<file path="config.mk">
export PLATFORM = sky130hd
export DESIGN_NAME = splitstreamer_core
export DESIGN_NICKNAME = d
export VERILOG_FILES = /design/src/rtl/splitstreamer_core.sv
export SDC_FILE = /design/constraint.sdc
export NUM_CORES = 1
export LEC_CHECK = 0
export BUFFER_PORTS_ARGS = -buffer_cell sky130_fd_sc_hd__buf_2
export CAP_MARGIN = 20
export CORE_MARGIN = 2
export CORE_UTILIZATION = 50
export DETAILED_ROUTE_END_ITERATION = 12
export PLACE_DENSITY = 0.68
export SETUP_SLACK_MARGIN = 0.02
export SLEW_MARGIN = 20
export SYNTH_ARGS = -nofsm -noshare
export SYNTH_HDL_FRONTEND = slang
export SYNTH_SLANG_ARGS = --single-unit
</file>
<file path="constraint.sdc">
create_clock -name pin_i2s_bclk_pll -period 4.3 [get_ports pin_i2s_bclk_pll]
set_input_delay 0.215 -clock pin_i2s_bclk_pll [delete_from_list [all_inputs] [get_ports pin_i2s_bclk_pll]]
set_output_delay 0.215 -clock pin_i2s_bclk_pll [all_outputs]
set_load 0.01 [all_outputs]
</file>
<file path="src/rtl/splitstreamer_core.sv">
// splitstreamer_core: left-justified I2S (24-bit) to S/PDIF biphase-mark streamer; SPDIF_CHSTAT_EN enables consumer channel-status bits
module splitstreamer_core (
  input  logic pin_i2s_bclk_pll,
  input  logic pin_user_sw,
  input  logic pin_i2s_fclk,
  input  logic pin_i2s_bclk,
  input  logic pin_i2s_data,
  output logic pin_opt1,
  output logic red
);
  logic clk, rst_n;
  logic [2:0] b_s;
  logic [1:0] f_s, d_s;
  logic rise, chg, frise;
  logic fl, fv, wv;
  logic [4:0] bc;
  logic [23:0] w, hl, bl, br;
  logic [7:0] id, pc;
  logic pv, lock;
  logic [1:0] gc;
  logic [6:0] c;
  logic [7:0] fr;
  logic [23:0] smp;
  logic pl, cb, bit_v, pre_lvl, nxt;
  logic [4:0] slot;
  logic [7:0] pat;
  assign clk = pin_i2s_bclk_pll;
  assign rst_n = pin_user_sw;
  assign rise = b_s[1] & ~b_s[2];
  assign chg = rise & fv & (f_s[1] != fl);
  assign frise = chg & f_s[1];
  assign red = ~lock;
  // two-flop synchronizers; b_s[2] keeps the previous synchronized bclk for edge detection
  always_ff @(posedge clk or negedge rst_n)
    if (!rst_n) begin
      b_s <= '0;
      f_s <= '0;
      d_s <= '0;
    end else begin
      b_s <= {b_s[1:0], pin_i2s_bclk};
      f_s <= {f_s[0], pin_i2s_fclk};
      d_s <= {d_s[0], pin_i2s_data};
    end
  // word capture; wv stays low until a word has started on a real fclk change, so partial words are dropped
  always_ff @(posedge clk or negedge rst_n)
    if (!rst_n) begin
      fl <= 1'b0;
      fv <= 1'b0;
      wv <= 1'b0;
      bc <= '0;
      w <= '0;
      hl <= '0;
      bl <= '0;
      br <= '0;
    end else if (rise) begin
      fl <= f_s[1];
      fv <= 1'b1;
      if (chg) begin
        if (wv && !fl) hl <= w;
        if (wv && fl) begin
          bl <= hl;
          br <= w;
        end
        wv <= 1'b1;
        w <= {d_s[1], 23'd0};
        bc <= 5'd1;
      end else if (bc < 5'd24) begin
        w[5'd23 - bc] <= d_s[1];
        bc <= bc + 5'd1;
      end
    end
  // lock tracking: period measured between fclk rising changes, timeout on fclk inactivity
  always_ff @(posedge clk or negedge rst_n)
    if (!rst_n) begin
      id <= '0;
      pc <= '0;
      pv <= 1'b0;
      gc <= '0;
      lock <= 1'b0;
    end else begin
      id <= chg ? 8'd0 : (id == 8'hff ? id : id + 8'd1);
      pc <= frise ? 8'd0 : (pc == 8'hff ? pc : pc + 8'd1);
      if (!chg && id == 8'hff) begin
        lock <= 1'b0;
        pv <= 1'b0;
        gc <= '0;
      end else if (frise) begin
        pv <= 1'b1;
        if (pv && pc >= 8'd99 && pc <= 8'd155) begin
          gc <= gc == 2'd3 ? gc : gc + 2'd1;
          if (gc == 2'd3) lock <= 1'b1;
        end else if (pv) gc <= '0;
      end
    end
`ifdef SPDIF_CHSTAT_EN
  assign cb = fr == 8'd2 || fr == 8'd25 || fr == 8'd32 || fr == 8'd33 || fr == 8'd35;
`else
  assign cb = 1'b0;
`endif
  // cell value: preamble pattern relative to the level before the subframe, else biphase-mark of the slot bit
  always_comb begin
    slot = c[5:1];
    pat = c[6] ? 8'b11100100 : (fr == 8'd0 ? 8'b11101000 : 8'b11100010);
    bit_v = (slot >= 5'd4 && slot <= 5'd27) ? smp[slot - 5'd4] :
            slot == 5'd30 ? cb : slot == 5'd31 ? (^smp ^ cb) : 1'b0;
    pre_lvl = c[5:0] == 6'd0 ? pin_opt1 : pl;
    nxt = slot < 5'd4 ? pat[3'd7 - c[2:0]] ^ pre_lvl : (c[0] ? pin_opt1 ^ bit_v : ~pin_opt1);
  end
  // free-running encoder; each subframe's sample is frozen at its first cell
  always_ff @(posedge clk or negedge rst_n)
    if (!rst_n) begin
      c <= '0;
      fr <= '0;
      smp <= '0;
      pl <= 1'b0;
      pin_opt1 <= 1'b0;
    end else begin
      c <= c + 7'd1;
      if (c == 7'd127) fr <= fr == 8'd191 ? 8'd0 : fr + 8'd1;
      if (c[5:0] == 6'd0) begin
        pl <= pin_opt1;
        smp <= lock ? (c[6] ? br : bl) : 24'd0;
      end
      pin_opt1 <= nxt;
    end
endmodule

</file>
==> impl_metrics.toml, run 1 <==
[drt]
ant_nets = 0
wl_microns = 14700
vias = 5049
detail_route.wl_per_cell_microns = 16.3
route.detailed.drc = 0
first_iter_violations = 291
vias_per_cell = 5.58
dr.pass1.iters = 5

[hold_path]
worstHoldPathCells = 0
hold_path_class = "flop to flop"
worstHoldStart = "d_s[0]"
holdPathEnd = "d_s[1]"

[setup_path]
reg2reg_to = "fr[3]"
cp_slowest_stage_delay_ns = 0.80
cp_slowest_cell = "dfrtp_1"
cp-end-kind = "flop"
critPathBufInv = 0
r2r_slack_ns = 1.75
path_class = "flop to flop"
cp_cell_sequence = "ha_1, nand3_1, nor2_1, and2_1, nand4_1, nor4_1, nor2_1"
cp_max_fo = 19
cp.arrival_ns = 2.85
startpoint = "c[1]"
cp_common_cell = "nor2_1"
critPathTopFamily = "simple AND/OR/NAND/NOR gates"
cp.required_ns = 4.60
rr_worst_depth = 7
startpoint_type = "flop"
r2r_start = "c[1]"

[pwr]
total_leakage_power_nw = 3.89
ir_drop_uv = 285
power_density_mw_per_mm2 = 463

[synthesis]
syn_nets = 699
synth_top_area_share_pct = 54.6
synth-edff-count = 0
netlist_area_sq_mm = 0.00789
synth_flop_cell = "dfrtp_1"
yosys-top-cells-area = "dfrtp_1 (55%), mux2_2 (11%), mux2i_1 (4.6%), o21ai_0 (3.6%), xnor2_1 (3.3%)"
postSynth.asyncResetShare_pct = 100
synthCells = 679
synth-seq-area-share_pct = 54.6
yosysWarnings = 0
synth.ff_latch_count = 172
yosys.cell_types.count = 47
postSynthAreaPerCell_sq_um = 11.6
synth_top_area_cell = "dfrtp_1"

[global_routing]
grt_overflow = 0
grt_pass1_wl_microns = 25500
antenna_found_initial = 0
grtUsageTotal_pct = 19.6
grt_pass1_vias = 5169
grt_start_max_net_pins = 115

[floorplan]
die-area_sq_mm = 0.0168
ios = 7
core_area_sq_mm = 0.0153
row_count = 45
dieWidth_microns = 130
start_util_pct = 51.5
die-height_microns = 130

[final_layout]
register_area_sq_mm = 0.00430
antenna-diode-count = 0
fin_nets = 701
drive_gt1_share_pct = 19.2
fill_cells = 1288
multi_input_area_sq_mm = 0.00337
area_delta_synth_final_pct = 10.9
post-route-util_pct = 57.1

[status]
status = "completed"

[cts]
cts_made_buffers = 17
post_cts_resized = 0
cts_max_level = 4
cts_tree = "built"
root_buffer = "clkbuf_16"
worstSkewPairLatency_ns = 0.43
clk_pin_slew_ns = 0.07
clock_sink_count = 172
clk_path_buf_depth = 2

[timing]
finalSetupTns_ns = 0
hold_viol = 0
skew_ns = 0.0120
finalCritPeriodShare_pct = 59.3
worstMarginPinSlew_ns = 0.889
relSlewSlack_pct = 40.7
period_minus_slack_ns = 2.55
rsz0062_at_grt = "no"
fmax_mhz = 392
slew_violations = 0
finalSetupViolCount = 0

[placement]
dp_hpwl_microns = 9690
io_buffers = 6
gp_congestion = 0.793

[flow_run]
maxCapViolations = 0
## metrics by stage
| step | total power, W | cells | cell area (sq um) | hold WS (ns) | worst slack (ns) |
|---|---|---|---|---|---|
| global placement | 0.00250 | 869 | 8110 | 0.324 | 1.91 |
| floorplan | 0.00236 | 679 | 7890 | -0.0806 | 2.30 |
| detailed placement | 0.00255 | 869 | 8110 | 0.325 | 1.77 |
| global route | 0.00426 | 905 | 8750 | 0.356 | 1.50 |
| finish | 0.00405 | 905 | 8750 | 0.348 | 1.75 |
| CTS | 0.00409 | 905 | 8740 | 0.351 | 1.75 |
## routing by layer
| layer | track usage, % | part of all wire, % |
|---|---|---|
| met5 | 0 | 0 |
| met4 | 7.08 | 1.4 |
| met3 | 4.95 | 4.0 |
| met2 | 32.3 | 50 |
| met1 | 25.2 | 45 |
## sequential cells by signal, indices dropped and copies added (netlist names), 2 cells and up
name  count
br       24
f_s       2
hl       24
w        24
bc        5
d_s       2
c         7
fr        8
smp      24
b_s       3
id        8
gc        2
bl       24
pc        8
## final cells by class
type | count | share of cell area, %
repair buffers | 19 | 1.67
inverters | 16 | 0.687
clock buffers | 17 | 4.86
multi-input cells | 455 | 38.6
flip-flops and latches | 172 | 49.2
well taps | 211 | 3.02
clock inverters | 15 | 1.99
## repair_timing
action	CTS	global route
buffers inserted	0	0
hold buffers	4	0
endpoints found under the hold margin	115	0
## how the worst max path moves through the flow
stage,to,slack (ns),cells after the start
floorplan,pin_opt1,2.30,10
finish,fr[3],1.75,7
CTS,fr[0],1.75,7
global placement,fr[5],1.91,8
detailed placement,fr[0],1.77,7
global route,fr[0],1.50,7
## cell usage after synthesis (2+ instances only)
cell,n
dfrtp_1,172
mux2_2,78
o21ai_0,57
nand2_1,51
nor2_1,37
mux2i_1,36
a21oi_1,30
xnor2_1,30
o31ai_1,25
clkbuf_1,18
nand3_1,18
ha_1,15
inv_1,15
xor2_1,14
buf_2,13
nor3_1,10
nand4_1,6
a311oi_1,4
buf_1,4
and2_1,3
and3_1,3
nor2b_1,3
nor3b_1,3
nor4_1,3
a22oi_1,2
and3b_1,2
and4_1,2
mux4_1,2
nand3b_1,2
or2_2,2
or3_1,2
or3b_2,2
## cell usage in the layout, fill, tap and decap left out, types with 4 or more instances in the layout
| master | n |
|---|---|
| nand2_1 | 51 |
| mux2i_1 | 36 |
| a311oi_1 | 4 |
| xnor2_1 | 30 |
| dfrtp_1 | 172 |
| nor2_1 | 36 |
| nand4_1 | 6 |
| clkbuf_16 | 17 |
| nand3_1 | 18 |
| inv_1 | 15 |
| o31ai_1 | 25 |
| buf_4 | 9 |
| buf_2 | 5 |
| mux2_2 | 78 |
| dlygate4sd3_1 | 4 |
| nor3_1 | 9 |
| xor2_1 | 14 |
| clkinv_4 | 4 |
| ha_1 | 15 |
| o21ai_0 | 56 |
| a21oi_1 | 30 |
| inv_8 | 6 |
## power breakdown
part	total, W	internal (W)	switching [W]
registers	0.00202	0.00183	0.000183
logic	0.000498	0.000231	0.000266
clock network	0.00153	0.000832	0.000699
## cell families (layout without fill, tap and decap cells)
family / after synthesis / in the layout / synth area share [%]
AOI/OAI and AO/OA: 125 / 125 / 9.28
xor gates and xnor gates: 46 / 46 / 5.38
adders and majority gates: 15 / 15 / 2.38
buffers and inverters: 52 / 67 / 2.78
DFF: 172 / 172 / 54.6
muxes: 116 / 116 / 16.4
and+or+nand+nor: 153 / 153 / 9.26
(Power assumes the default switching activity.)
==> inputs of run 2 (changes only) <==
==> constraint.sdc (replaced) <==
create_clock -name pin_i2s_bclk_pll -period 2.35 [get_ports pin_i2s_bclk_pll]
set_input_delay 0.1175 -clock pin_i2s_bclk_pll [delete_from_list [all_inputs] [get_ports pin_i2s_bclk_pll]]
set_output_delay 0.1175 -clock pin_i2s_bclk_pll [all_outputs]
set_load 0.01 [all_outputs]
==> run 2 against run 1 <==
Maximum frequency increased by 23%. Sequential cell count unchanged. Combinational power increased by 83%. Critical endpoint is now pin_opt1. Clock power increased by 69%. Non-clock buffer count increased by 7. Largest cell class unchanged. Final cell count increased by 0.66%. Total power increased by 78%. Core utilization increased by 0.12 points.
==> impl_metrics.toml, run 2 (synthesis results as in run 1) <==
[cts]
clk_path_buf_depth = 2
clock_sink_count = 172
cts_tree = "built"
clk_pin_slew_ns = 0.07
cts_made_buffers = 17
post_cts_resized = 0
cts_setup_buffers = 0
worstSkewPairLatency_ns = 0.43
cts_max_level = 4
root_buffer = "clkbuf_16"

[drt]
dr.pass1.iters = 4
first_iter_violations = 395
ant_nets = 0
vias_per_cell = 5.57
wl_microns = 14800
vias = 5074
detail_route.wl_per_cell_microns = 16.2
route.detailed.drc = 0

[placement]
dp_hpwl_microns = 9940
io_buffers = 6
gp_congestion = 0.831

[final_layout]
drive_gt1_share_pct = 19.7
final_common_cell = "dfrtp_1"
antenna-diode-count = 0
final_cell_mix = "dfrtp_1 (172), mux2_2 (78), o21ai_0 (56)"
fin_nets = 708
area_delta_synth_final_pct = 11.1
post-route-util_pct = 57.2

[pwr]
total_leakage_power_nw = 3.91
p_seq_share_pct = 51.3
clkPwrFrac_pct = 36.0
power_density_mw_per_mm2 = 819
ir_drop_uv = 547
internal_power_w = 0.00520
power_frac_comb_pct = 12.7
switching_share_pct = 27.6
p_switching_w = 0.00198

[setup_path]
path_class = "flop to flop"
cp.arrival_ns = 2.41
startpoint_type = "flop"
cp.required_ns = 2.70
cp_max_fo = 7
cp-end-kind = "flop"

[global_routing]
antenna_found_initial = 0
grtUsageTotal_pct = 19.3
grt_pass1_wl_microns = 25400
grt_pass1_vias = 5229
grt_start_max_net_pins = 55
grt_overflow = 0

[timing]
rsz0062_at_grt = "no"
skew_ns = 0.0114
hold_viol = 0
period_minus_slack_ns = 2.07
finalCritPeriodShare_pct = 87.9
fmax_mhz = 484
finalSetupTns_ns = 0
worstMarginPinSlew_ns = 0.810
slew_violations = 0
relSlewSlack_pct = 45.7
finalSetupViolCount = 0

[hold_path]
hold_path_class = "input pin to async pin"

[floorplan]
core_area_sq_mm = 0.0153
die-height_microns = 130
row_count = 45
die-area_sq_mm = 0.0168
start_util_pct = 51.5
ios = 7
dieWidth_microns = 130

[status]
status = "completed"

[flow_run]
maxCapViolations = 0
==> run 2: cell count changes in the layout (fill, tap and decap cells not counted), moves of 2 or more <==
cell | before | now
buf_4 | 9 | 14
inv_8 | 6 | 1
buf_12 | 0 | 2
clkinv_2 | 0 | 3
==> run 2: path summary, 6_finish.rpt <==
path	to	start	slack, ns	cells past startpoint
worst max-delay path	pin_opt1	c[4]	0.28	9
worst min-delay path	smp[20]	pin_user_sw	0.23	2
worst max register to register	pin_opt1	c[4]	0.28	9
worst min register to register	f_s[1]	f_s[0]	0.35	0
max in group asynchronous	pv	pin_user_sw	1.38	3
min in group pin_i2s_bclk_pll	b_s[0]	pin_i2s_bclk	0.34	2
==> run 2: layout make-up <==
| type | instances | area [sq um] |
|---|---|---|
| Multi-Input combinational cell | 455 | 3370 |
| Inverter | 16 | 60.1 |
| Clock inverter | 11 | 86.3 |
| Timing Repair Buffer | 26 | 221 |
| Clock buffer | 20 | 457 |
| Fill cell | 1285 | 6550 |
| Sequential cell | 172 | 4300 |
| Tap cell | 211 | 264 |
==> run 2: power groups by stage <==
stage	sequential, W	combinational, W	clock [W]
2_1_floorplan	0.00361	0.000706	0
3_3_place_gp	0.00371	0.000869	0
3_5_place_dp	0.00374	0.000912	0
4_1_cts	0.00368	0.000921	0.00264
5_1_grt	0.00375	0.00104	0.00279
6_report	0.00369	0.000912	0.00259
==> run 2: what timing repair did <==
| action | in CTS | in global routing |
|---|---|---|
| hold buffers | 4 | 0 |
| setup endpoints to repair | 0 | 0 |
| hold endpoints to repair | 53 | 0 |
==> run 2: layer usage <==
layer / up-vias / GRT usage (%) / share of wire, %
met5: - / 0 / 0
met4: 0 / 6.83 / 1.8
met3: 21 / 4.42 / 2.7
met2: 80 / 31.5 / 48
met1: 2555 / 25.5 / 47
li1: 2418 / - / -
==> run 2: per-stage QoR <==
step           hold slack, ns  area, sq um  instances  setup slack [ns]  total power [W]
2_1_floorplan          -0.178         7890        679             0.352          0.00431
3_3_place_gp            0.111         8180        876             0.309          0.00458
3_5_place_dp            0.114         8180        876             0.291          0.00465
4_1_cts                 0.244         8770        911             0.271          0.00725
5_1_grt                 0.266         8770        911            0.0762          0.00758
6_report                0.233         8770        911             0.284          0.00718
==> run 2: critical path, stage by stage (launching register included) <==
cell and delay, ns:
dfrtp_1 0.48, inv_1 0.10, ha_1 0.20, xor2_1 0.17, a311oi_1 0.27, nand3_1 0.11, a311oi_1 0.32, a211oi_2 0.07
xor2_1 0.15, mux2i_1 0.12
==> inputs of run 3 (changes only) <==
--- a/config.mk
+++ b/config.mk
@@ -9,6 +9,8 @@
 export CAP_MARGIN = 20
 export CORE_MARGIN = 2
 export CORE_UTILIZATION = 50
+export CTS_BUF_LIST = sky130_fd_sc_hd__clkbuf_2 sky130_fd_sc_hd__clkbuf_4 sky130_fd_sc_hd__clkbuf_8
+export CTS_CLUSTER_DIAMETER = 40
 export DETAILED_ROUTE_END_ITERATION = 12
 export PLACE_DENSITY = 0.68
 export SETUP_SLACK_MARGIN = 0.02
==> run 3 against run 2 <==
Die area stayed put. Core utilization down 1.2 points. Non-clock buffer count did not move. Global-route usage down 0.18 points. Routed wire length shrank 1.9%. Maximum frequency is 0.44% lower. Worst setup slack got worse by 0.0091 ns. First-iteration DRC count grew 5.6%. Sequential cell count is the same. Count of clock-buffer cells in the layout did not move. Sequential share of layout area grew 1.1 points. Register-to-register slack hardly changed. Critical endpoint unchanged. Largest cell class unchanged. Largest power group unchanged. Highest routed layer unchanged.
==> impl_metrics.toml, run 3 (synthesis results as in run 1) <==
[flow_run]
maxCapViolations = 0

[status]
status = "completed"

[pwr]
p_switching_w = 0.00188
internal_power_w = 0.00459
total_leakage_power_nw = 3.82
ir_drop_uv = 490
power_density_mw_per_mm2 = 754
power_frac_comb_pct = 14.0
clkPwrFrac_pct = 29.1
switching_share_pct = 29.0
p_seq_share_pct = 56.9

[hold_path]
hold_path_class = "input pin to async pin"

[setup_path]
r2r_start = "c[4]"
startpoint = "c[4]"
startpoint_type = "flop"
r2r_slack_ns = 0.28
cp-end-kind = "flop"
path_class = "flop to flop"
cp.required_ns = 2.71
cp_max_fo = 7
rr_worst_depth = 9
cp.arrival_ns = 2.44

[cts]
cts_made_buffers = 17
worstSkewPairLatency_ns = 0.44
post_cts_resized = 0
cts_max_level = 4
clk_pin_slew_ns = 0.09
clock_sink_count = 172
clk_path_buf_depth = 2
root_buffer = "clkbuf_8"
cts_tree = "built"

[drt]
wl_microns = 14500
dr.pass1.iters = 5
met1_length_microns = 6770
vias = 5065
wl_met3_microns = 424
detail_route.wl_per_cell_microns = 15.9
met2_length_microns = 7060
top_layer = "met4"
route.detailed.drc = 0
vias_per_cell = 5.56
ant_nets = 0
first_iter_violations = 417

[timing]
relSlewSlack_pct = 45.6
fmax_mhz = 482
worstMarginPinSlew_ns = 0.812
finalSetupViolCount = 0
period_minus_slack_ns = 2.07
slew_violations = 0
rsz0062_at_grt = "no"
skew_ns = 0.0147
finalCritPeriodShare_pct = 88.3
hold_slack_ns = 0.208
worst_slack_ns = 0.275
finalSetupTns_ns = 0
hold_viol = 0

[floorplan]
core_area_sq_mm = 0.0153
die-area_sq_mm = 0.0168
start_util_pct = 51.5
dieWidth_microns = 130
ios = 7
row_count = 45
die-height_microns = 130

[global_routing]
grt_pass1_wl_microns = 25200
grtUsageTotal_pct = 19.1
grt_pass1_vias = 5141
grt_overflow = 0
antenna_found_initial = 0
grt_start_max_net_pins = 55

[placement]
dpl.cell_count = 876
pre_cts_ws_ns = 0.291
io_buffers = 6
gp_congestion = 0.831
dp_hpwl_microns = 9940
placed_cell_area_sq_mm = 0.00818

[final_layout]
drive_gt1_share_pct = 19.9
fill_cells = 1311
fin_nets = 708
antenna-diode-count = 0
area_delta_synth_final_pct = 8.74
final_common_cell = "dfrtp_1"
final_cell_mix = "dfrtp_1 (172), mux2_2 (78), o21ai_0 (56)"
final_cells = 911
finish.instance_area_sq_mm = 0.00858
-- run 3: cell counts in the layout (fill, tap and decap cells not counted) --
Identical to the previous run, type by type.
-- run 3: per-stage QoR --
stage | util, % | total power [W]
6_report | 56.0 | 0.00647
5_1_grt | 56.0 | 0.00686
4_1_cts | 56.0 | 0.00653
3_5_place_dp | 53.4 | 0.00465
3_3_place_gp | 53.4 | 0.00458
2_1_floorplan | - | 0.00431
-- run 3: critical path: stages (launching register included) --
cell      delay [ns]
dfrtp_1         0.49
inv_1           0.10
ha_1            0.20
xor2_1          0.17
a311oi_1        0.27
nand3_1         0.11
a311oi_1        0.31
a211oi_2        0.07
xor2_1          0.15
mux2i_1         0.12
-- run 3: final cells by class --
class,instances,area (sq um),area share (%)
sequential,172,4300,50.2
clock buffer,20,269,3.14
multi-input combinational,455,3370,39.3
clock inverter,11,86.3,1.01
timing repair buffer,26,221,2.58
tap,211,264,3.08
inverter,16,60.1,0.700
-- run 3: power groups by stage --
stage | logic, W | registers [W] | clock network (W)
after floorplan | 0.000706 | 0.00361 | 0
after global placement | 0.000869 | 0.00371 | 0
after detailed placement | 0.000912 | 0.00374 | 0
after CTS | 0.000920 | 0.00368 | 0.00194
after global routing | 0.00104 | 0.00375 | 0.00208
final | 0.000908 | 0.00368 | 0.00188
-- run 3: final timing paths --
path	end
max	pin_opt1
min	smp[22]
max reg2reg	pin_opt1
min reg2reg	f_s[1]
max in group asynchronous	br[18]
min in group pin_i2s_bclk_pll	b_s[0]
-- run 3: what timing repair did --
| item | CTS | global route |
|---|---|---|
| hold buffers | 4 | 0 |
| buffers inserted | 0 | 0 |
| hold endpoints to repair | 53 | 0 |
-- run 3: metal layers --
layer,vias up,track usage (%)
met2,77,31.2
li1,2413,-
met4,0,6.45
met3,16,4.62
met5,-,0
met1,2559,25.2
